`src/rtl/truth_table_checker_settle_timer.sv`:
```
// Settle timer: loads a count, counts down to zero, and flags expiry
// during the last cycle of the timed window.
module tt_settle_timer #(
   parameter int W = 4
) (
   input  logic         clk,
   input  logic         rst,
   input  logic         load,
   input  logic [W-1:0] load_val,
   output logic         expire
);

   logic [W-1:0] cnt;
   logic         run;

   // Down-counter; a load value of N gives a window of N+1 cycles.
   always_ff @(posedge clk) begin
      if (rst) begin
         cnt <= '0;
         run <= 1'b0;
      end else if (load) begin
         cnt <= load_val;
         run <= 1'b1;
      end else if (run) begin
         if (cnt == '0) begin
            run <= 1'b0;
         end else begin
            cnt <= cnt - 1'b1;
         end
      end
   end

   // Terminal-count compare.
   assign expire = run && (cnt == '0);

endmodule

```
`config.mk`:
```
export PLATFORM = sky130hd
export DESIGN_NAME = tt_settle_timer
export DESIGN_NICKNAME = d
export VERILOG_FILES = /design/src/rtl/truth_table_checker_settle_timer.sv
export SDC_FILE = /design/constraint.sdc
export NUM_CORES = 1
export LEC_CHECK = 0
export BUFFER_PORTS_ARGS = -buffer_cell sky130_fd_sc_hd__buf_2
export CORE_AREA = 2 2 39 41
export CTS_BUF_LIST = sky130_fd_sc_hd__clkbuf_16
export DETAILED_ROUTE_END_ITERATION = 8
export DIE_AREA = 0 0 41 43
export PLACE_DENSITY = 0.45
export SLEW_MARGIN = 20
export SYNTH_ARGS = -nofsm -noshare
export SYNTH_HDL_FRONTEND = slang
export SYNTH_SLANG_ARGS = --single-unit
```
`constraint.sdc`:
```
create_clock -name clk -period 2.25 [get_ports clk]
set_input_delay 0.3375 -clock clk [delete_from_list [all_inputs] [get_ports clk]]
set_output_delay 0.3375 -clock clk [all_outputs]
set_load 0.1 [all_outputs]
```
==> results of run 1 <==
[routing by layer]
layer | vias up | wire length [um]
li1 | 141 | -
met1 | 112 | 297
met2 | 6 | 246
met3 | 2 | 35
met4 | 0 | 21
met5 | - | 0
[cell type report]
class	instances	area (um^2)	share of cell area
repair buffers	7	35.03	0.08069
clock buffers	3	75.07	0.1729
multi-input cells	23	185.2	0.4265
flip-flops and latches	5	100.1	0.2305
well taps	16	20.02	0.04611
clock inverters	1	3.754	0.008646
inverters	4	15.01	0.03458
[worst max-delay path, delay by kind of cell (launching register included)]
kind | cells | cell delay, ns
buf+inv | 2 | 0.55
simple gates | 2 | 0.20
flops | 1 | 0.30
fa+ha+maj | 1 | 0.22
[cell families (layout without fill, tap and decap cells)]
logic type / Yosys count / in the layout / synth area share
adders and majority gates: 1 / 1 / 0.04237
DFF: 5 / 5 / 0.3390
and+or+nand+nor: 13 / 13 / 0.2585
buffers and inverters: 4 / 15 / 0.05083
AOI/OAI and AO/OA: 8 / 8 / 0.2755
muxes: 1 / 1 / 0.03390
[power groups by stage]
stage | Clock (mW) | Sequential, mW | Combinational, mW
2_1_floorplan | 0 | 0.105 | 0.0446
3_3_place_gp | 0 | 0.107 | 0.0605
5_1_grt | 0.301 | 0.108 | 0.0659
6_report | 0.286 | 0.106 | 0.0600
3_5_place_dp | 0 | 0.107 | 0.0599
4_1_cts | 0.292 | 0.106 | 0.0602
[registers in the layout, summed over array words and instances (netlist names)]
signal,count
cnt,4
run,1
[synth_stat cells]
cell,n,share of area
a2111oi_4,1,0.093
a211oi_1,1,0.025
a21o_1,1,0.025
a21oi_1,2,0.034
a221oi_1,1,0.030
a311o_2,1,0.038
a311oi_1,1,0.030
dfxtp_1,5,0.34
ha_1,1,0.042
inv_1,4,0.051
mux2i_1,1,0.034
nand2_1,2,0.025
nand3_1,1,0.017
nand4b_1,1,0.030
nor2_1,5,0.064
nor3_1,2,0.034
nor4b_2,1,0.051
or3b_4,1,0.038
[per-stage QoR]
| stage | setup slack, ns | total power, mW | utilization |
|---|---|---|---|
| floorplan | 0.06651 | 0.1499 | - |
| global placement | 0.6414 | 0.1677 | 0.2568 |
| detailed placement | 0.6245 | 0.1671 | 0.2568 |
| CTS | 0.3983 | 0.4586 | 0.3137 |
| global route | 0.3135 | 0.4746 | 0.3137 |
| finish | 0.4197 | 0.4524 | 0.3137 |
[worst max-delay path by stage]
| stage | endpoint | slack (ns) | cells past startpoint |
|---|---|---|---|
| global placement | cnt[1] | 0.64 | 5 |
| global route | expire | 0.31 | 5 |
| CTS | expire | 0.40 | 5 |
| detailed placement | cnt[1] | 0.62 | 5 |
| floorplan | expire | 0.07 | 4 |
| finish | expire | 0.42 | 5 |
[placed cells by master, fill, tap and decap left out, drive strengths merged, types with 2 or more instances in the layout]
| cell | n |
|---|---|
| nand2 | 2 |
| inv | 5 |
| a21oi | 2 |
| dfxtp | 5 |
| buf | 7 |
| nor2 | 5 |
| clkbuf | 3 |
| nor3 | 2 |
==> flow_summary_export.csv, run 1 <==
group,metric,value,unit
routing,drt-total-wl,600,um
run,max_cap_viols,0,
worst_setup_path,crit_chain,"inv_1 -> ha_1 -> nand2_1 -> nor3_2 -> buf_2",
worst_setup_path,startpoint_of_the_worst_register_to_register_path,"cnt[1]",
yosys,synthesis.instances,32,
clock_tree,post_cts_resize_count,0,
sta,rsz0062_at_grt,"false",
floorplanning,die-width,41,um
floorplanning,io_pins,8,
clock_tree,cts.path.max_buffers,2,
global_routing,grt_use_met2,0.1219,
floorplanning,die_h,43,um
power,switching_share_of_power,0.2240,
finish,final_cells,59,
yosys,syn-mean-instance-area,9.228,um^2
routing,post-route-drc-count,0,
floorplanning,die_outline_area,0.001763,mm^2
power,p_int,0.3510,mW
finish,num-fill-cells,147,
power,comb_power_share,0.133,
clock_tree,cts.repair_timing.setup_buffer_count,0,
yosys,count_of_different_cell_masters_after_synthesis,18,
hold_path,hold_path.startpoint,"load_val[2]",
power,pwr_density_cell,1042,mW/mm^2
floorplanning,floorplan.initialDensity,0.2134,
worst_setup_path,cpMaxStageDelayCell,"buf_2",
power,net_switching_power_of_the_design,0.1013,mW
clock_tree,h_tree_levels,1,
sta,maxClockFrequency,546.3,MHz
placed_design,number_of_port_buffers,7,
placed_design,place_area,355.3,um^2
placed_design,place.gp.congestion,0.6823,
power,clkPwrFrac,0.633,
worst_setup_path,timing.setup.critical_path_class,"reg -> out",
worst_setup_path,r2r.worst_path.cells,5,
yosys,ys_seq_area_frac,0.3390,
sta,worst_pin_slew,0.4830,ns
routing,avgRoutedWirePerCell,10.17,um
sta,timing.max_slew.rel_slack,0.6802,
global_routing,largest_net_degree_at_the_start_of_global_routing,9,
sta,finalSetupViolCount,0,
sta,period_needed,1.830,ns
finish,drive_gt1_frac,0.3488,
routing,drt_iter0_markers,7,
worst_setup_path,worst-r2r-setup-slack,0.63,ns
sta,slew_viol_final,0,
clock_tree,cts-buffers-inserted,3,
routing,ant_nets,0,
clock_tree,clkTransAtPathRegs,0.03,ns
clock_tree,cts.sink_count,5,
floorplanning,design.core.area,0.001384,mm^2
yosys,post_synth_instance_area,295.3,um^2
global_routing,groute.usage.overall,0.09849,
worst_setup_path,timing.critical_path.to_type,"output port",
clock_tree,cts.root.buffer_cell,"clkbuf_16",
power,power.share.sequential,0.234,
worst_setup_path,r2r-end,"cnt[1]",
finish,area_delta_synth_final,47.03,%
sta,finalClockSkew,0.0005203,ns
finish,non_filler_cell_area_final,434.2,um^2
sta,worst_hold_slack,0.3768,ns
worst_setup_path,timing.critical_path.arrival,1.49,ns
worst_setup_path,crit_path_max_incr_delay,0.44,ns
global_routing,wire_length_of_the_first_global_routing_pass,1.117,mm
hold_path,worst_hold_path.num_cells,3,
global_routing,number_of_antenna_violations_at_the_first_check_in_global_routing,0,
clock_tree,cts_tree,"built",
yosys,ys_ff_latch,5,
placed_design,numPlacedInstances,55,
clock_tree,holdBufCountCts,0,
sta,finalCritPeriodShare,0.8135,
global_routing,busiest_layer,"met1",
routing,firstDrtPassIters,2,
global_routing,met1_usage,0.1226,
worst_setup_path,critPathRequiredTime,1.91,ns
outcome,run_status,"finished, final reports clean",
global_routing,gr-total-overflow,0,
sta,final-hold-violation-count,0,
global_routing,grt_pass1_vias,266,
worst_setup_path,start_kind,"register",
clock_tree,clk_latency,0.23,ns
hold_path,min_delay_worst_endpoint,"cnt[2]",
worst_setup_path,startpoint,"cnt[1]",
finish,insertedDiodeCount,0,
global_routing,use_met3,0.04712,
hold_path,holdCritPathClass,"in -> reg",
yosys,ys.warnings.count,0,
floorplanning,total_number_of_placement_rows,14,
power,worst_ir_drop_on_vdd,0.3672,mV
routing,viasPerCell,4.424,
power,power_leakage,0.1827,nW
routing,dr_total_vias,261,
finish,final_nets,52,
placed_design,post-dp-hpwl,436,um
yosys,synth_fp_nets,40,
worst_setup_path,path_max_fanout,4,
sta,totalNegativeSetupSlack,0,ns
Power figures use the tool's default switching activity.
==> run 2, diff against run 1 <==
- clock period: 2.25 -> 1.7 ns (I/O delays scaled with it)
==> flow_summary_export.csv, run 2 (synthesis results as in run 1) <==
group,metric,value,unit
outcome,run_status,"finished, final reports clean",
worst_setup_path,critPathRequiredTime,1.44,ns
worst_setup_path,timing.setup.critical_path_class,"reg -> out",
routing,drt_iter0_markers,0,
clock_tree,cts_tree,"built",
sta,worst_pin_slew,0.3345,ns
floorplanning,design.core.area,0.001384,mm^2
global_routing,number_of_antenna_violations_at_the_first_check_in_global_routing,0,
global_routing,grt_pass1_vias,255,
finish,drive_gt1_frac,0.4419,
sta,rsz0062_at_grt,"false",
clock_tree,clkTransAtPathRegs,0.03,ns
sta,totalNegativeSetupSlack,0,ns
worst_setup_path,timing.critical_path.arrival,1.33,ns
routing,drt-total-wl,703,um
worst_setup_path,timing.critical_path.to_type,"output port",
routing,firstDrtPassIters,1,
clock_tree,cts-buffers-inserted,3,
power,pwr_density_cell,1310,mW/mm^2
power,worst_ir_drop_on_vdd,0.7440,mV
finish,final_nets,52,
floorplanning,die-width,41,um
power,power,0.6245,mW
placed_design,place.gp.congestion,0.7506,
finish,postLayoutCoreUtil,0.3445,
floorplanning,floorplan.initialDensity,0.2134,
floorplanning,io_pins,8,
finish,commonest_cells_after_routing_fill_and_taps_aside,"buf_2 (6), nor2_1 (5), dfxtp_1 (5)",
hold_path,holdCritPathClass,"in -> reg",
floorplanning,total_number_of_placement_rows,14,
finish,largest_register_ffs,4,
sta,period_needed,1.584,ns
finish,insertedDiodeCount,0,
finish,largest_register,"cnt",
finish,num-fill-cells,143,
placed_design,post-dp-hpwl,508.7,um
clock_tree,cts.root.buffer_cell,"clkbuf_16",
routing,ant_nets,0,
clock_tree,h_tree_levels,1,
power,power_leakage,0.1871,nW
global_routing,groute.usage.overall,0.1055,
global_routing,wire_length_of_the_first_global_routing_pass,1.104,mm
sta,finalClockSkew,0.0007319,ns
placed_design,numPlacedInstances,55,
global_routing,gr-total-overflow,0,
routing,viasPerCell,4.797,
routing,dr_total_vias,283,
sta,final-hold-violation-count,0,
finish,registers_with_the_highest_flip_flop_counts,"cnt x4, run x1",
finish,area_delta_synth_final,61.44,%
clock_tree,holdBufCountCts,0,
finish,final_cells,59,
clock_tree,clk_latency,0.23,ns
clock_tree,cts.repair_timing.setup_buffer_count,0,
sta,finalSetupViolCount,0,
worst_setup_path,start_kind,"register",
placed_design,number_of_port_buffers,7,
worst_setup_path,path_max_fanout,4,
sta,slew_viol_final,0,
floorplanning,die_h,43,um
clock_tree,cts.sink_count,5,
routing,post-route-drc-count,0,
clock_tree,cts.path.max_buffers,2,
floorplanning,die_outline_area,0.001763,mm^2
routing,avgRoutedWirePerCell,11.92,um
sta,maxClockFrequency,631.3,MHz
finish,final_common_cell,"buf_2",
sta,timing.max_slew.rel_slack,0.7767,
sta,finalCritPeriodShare,0.9318,
global_routing,largest_net_degree_at_the_start_of_global_routing,9,
run,max_cap_viols,0,
run 2: changes by cell type in the layout (fill, tap and decap cells not counted):
| cell | before | now |
|---|---|---|
| a311oi_1 | 1 | 0 |
| buf_2 | 7 | 6 |
| nor3_2 | 1 | 0 |
| a311oi_2 | 0 | 1 |
| ha_4 | 0 | 1 |
| nor3_4 | 0 | 1 |
| nand2_1 | 2 | 1 |
| inv_2 | 0 | 1 |
| nand2_2 | 0 | 1 |
| buf_12 | 0 | 1 |
| inv_1 | 5 | 4 |
| ha_1 | 1 | 0 |
run 2: power by group:
part           switching (mW)  total [mW]  leakage [nW]  internal [mW]
clock network          0.0810       0.386        0.0423          0.305
registers              0.0146       0.143        0.0416          0.128
logic                  0.0517      0.0960         0.103         0.0442
run 2: metal layers:
metal,global-route usage,vias to the layer above,part of all wire
li1,-,143,-
met1,0.1065,128,0.41
met2,0.1406,8,0.46
met3,0.03141,4,0.073
met4,0.1400,0,0.061
met5,0,-,0
run 2: worst max-delay path: stages (launching register included):
cell and delay [ns]:
dfxtp_1 0.32, inv_1 0.12, ha_4 0.16, nand2_2 0.07, nor3_4 0.23, buf_12 0.20
run 2: final timing paths:
check	cells past startpoint	to	startpoint	slack (ns)
max	5	expire	cnt[0]	0.12
min	3	cnt[2]	load_val[2]	0.29
max reg2reg	5	cnt[1]	cnt[0]	0.13
min reg2reg	2	cnt[2]	cnt[3]	0.59
run 2: layout make-up:
cell class                 count  area, um^2  area share
timing repair buffer           7       50.05      0.1050
multi-input combinational     23       212.7      0.4462
tap                           16       20.02     0.04199
inverter                       4       15.01     0.03150
clock buffer                   3       75.07      0.1575
sequential                     5       100.1      0.2100
clock inverter                 1       3.754    0.007874
run 2: stage by stage:
stage	cell area, um^2	hold WS (ns)	setup slack, ns
after detailed placement	391.6	0.5296	0.1315
after global placement	391.6	0.5262	0.1777
final	476.7	0.2868	0.1159
after floorplan	321.6	0.3271	0.01402
after global routing	476.7	0.3078	0.04157
after CTS	470.5	0.2924	0.05904
run 2: what timing repair did:
action                                  in CTS  in global routing
resized for setup                            0                  1
endpoints found under the setup margin       0                  1
endpoints found under the hold margin        0                  0
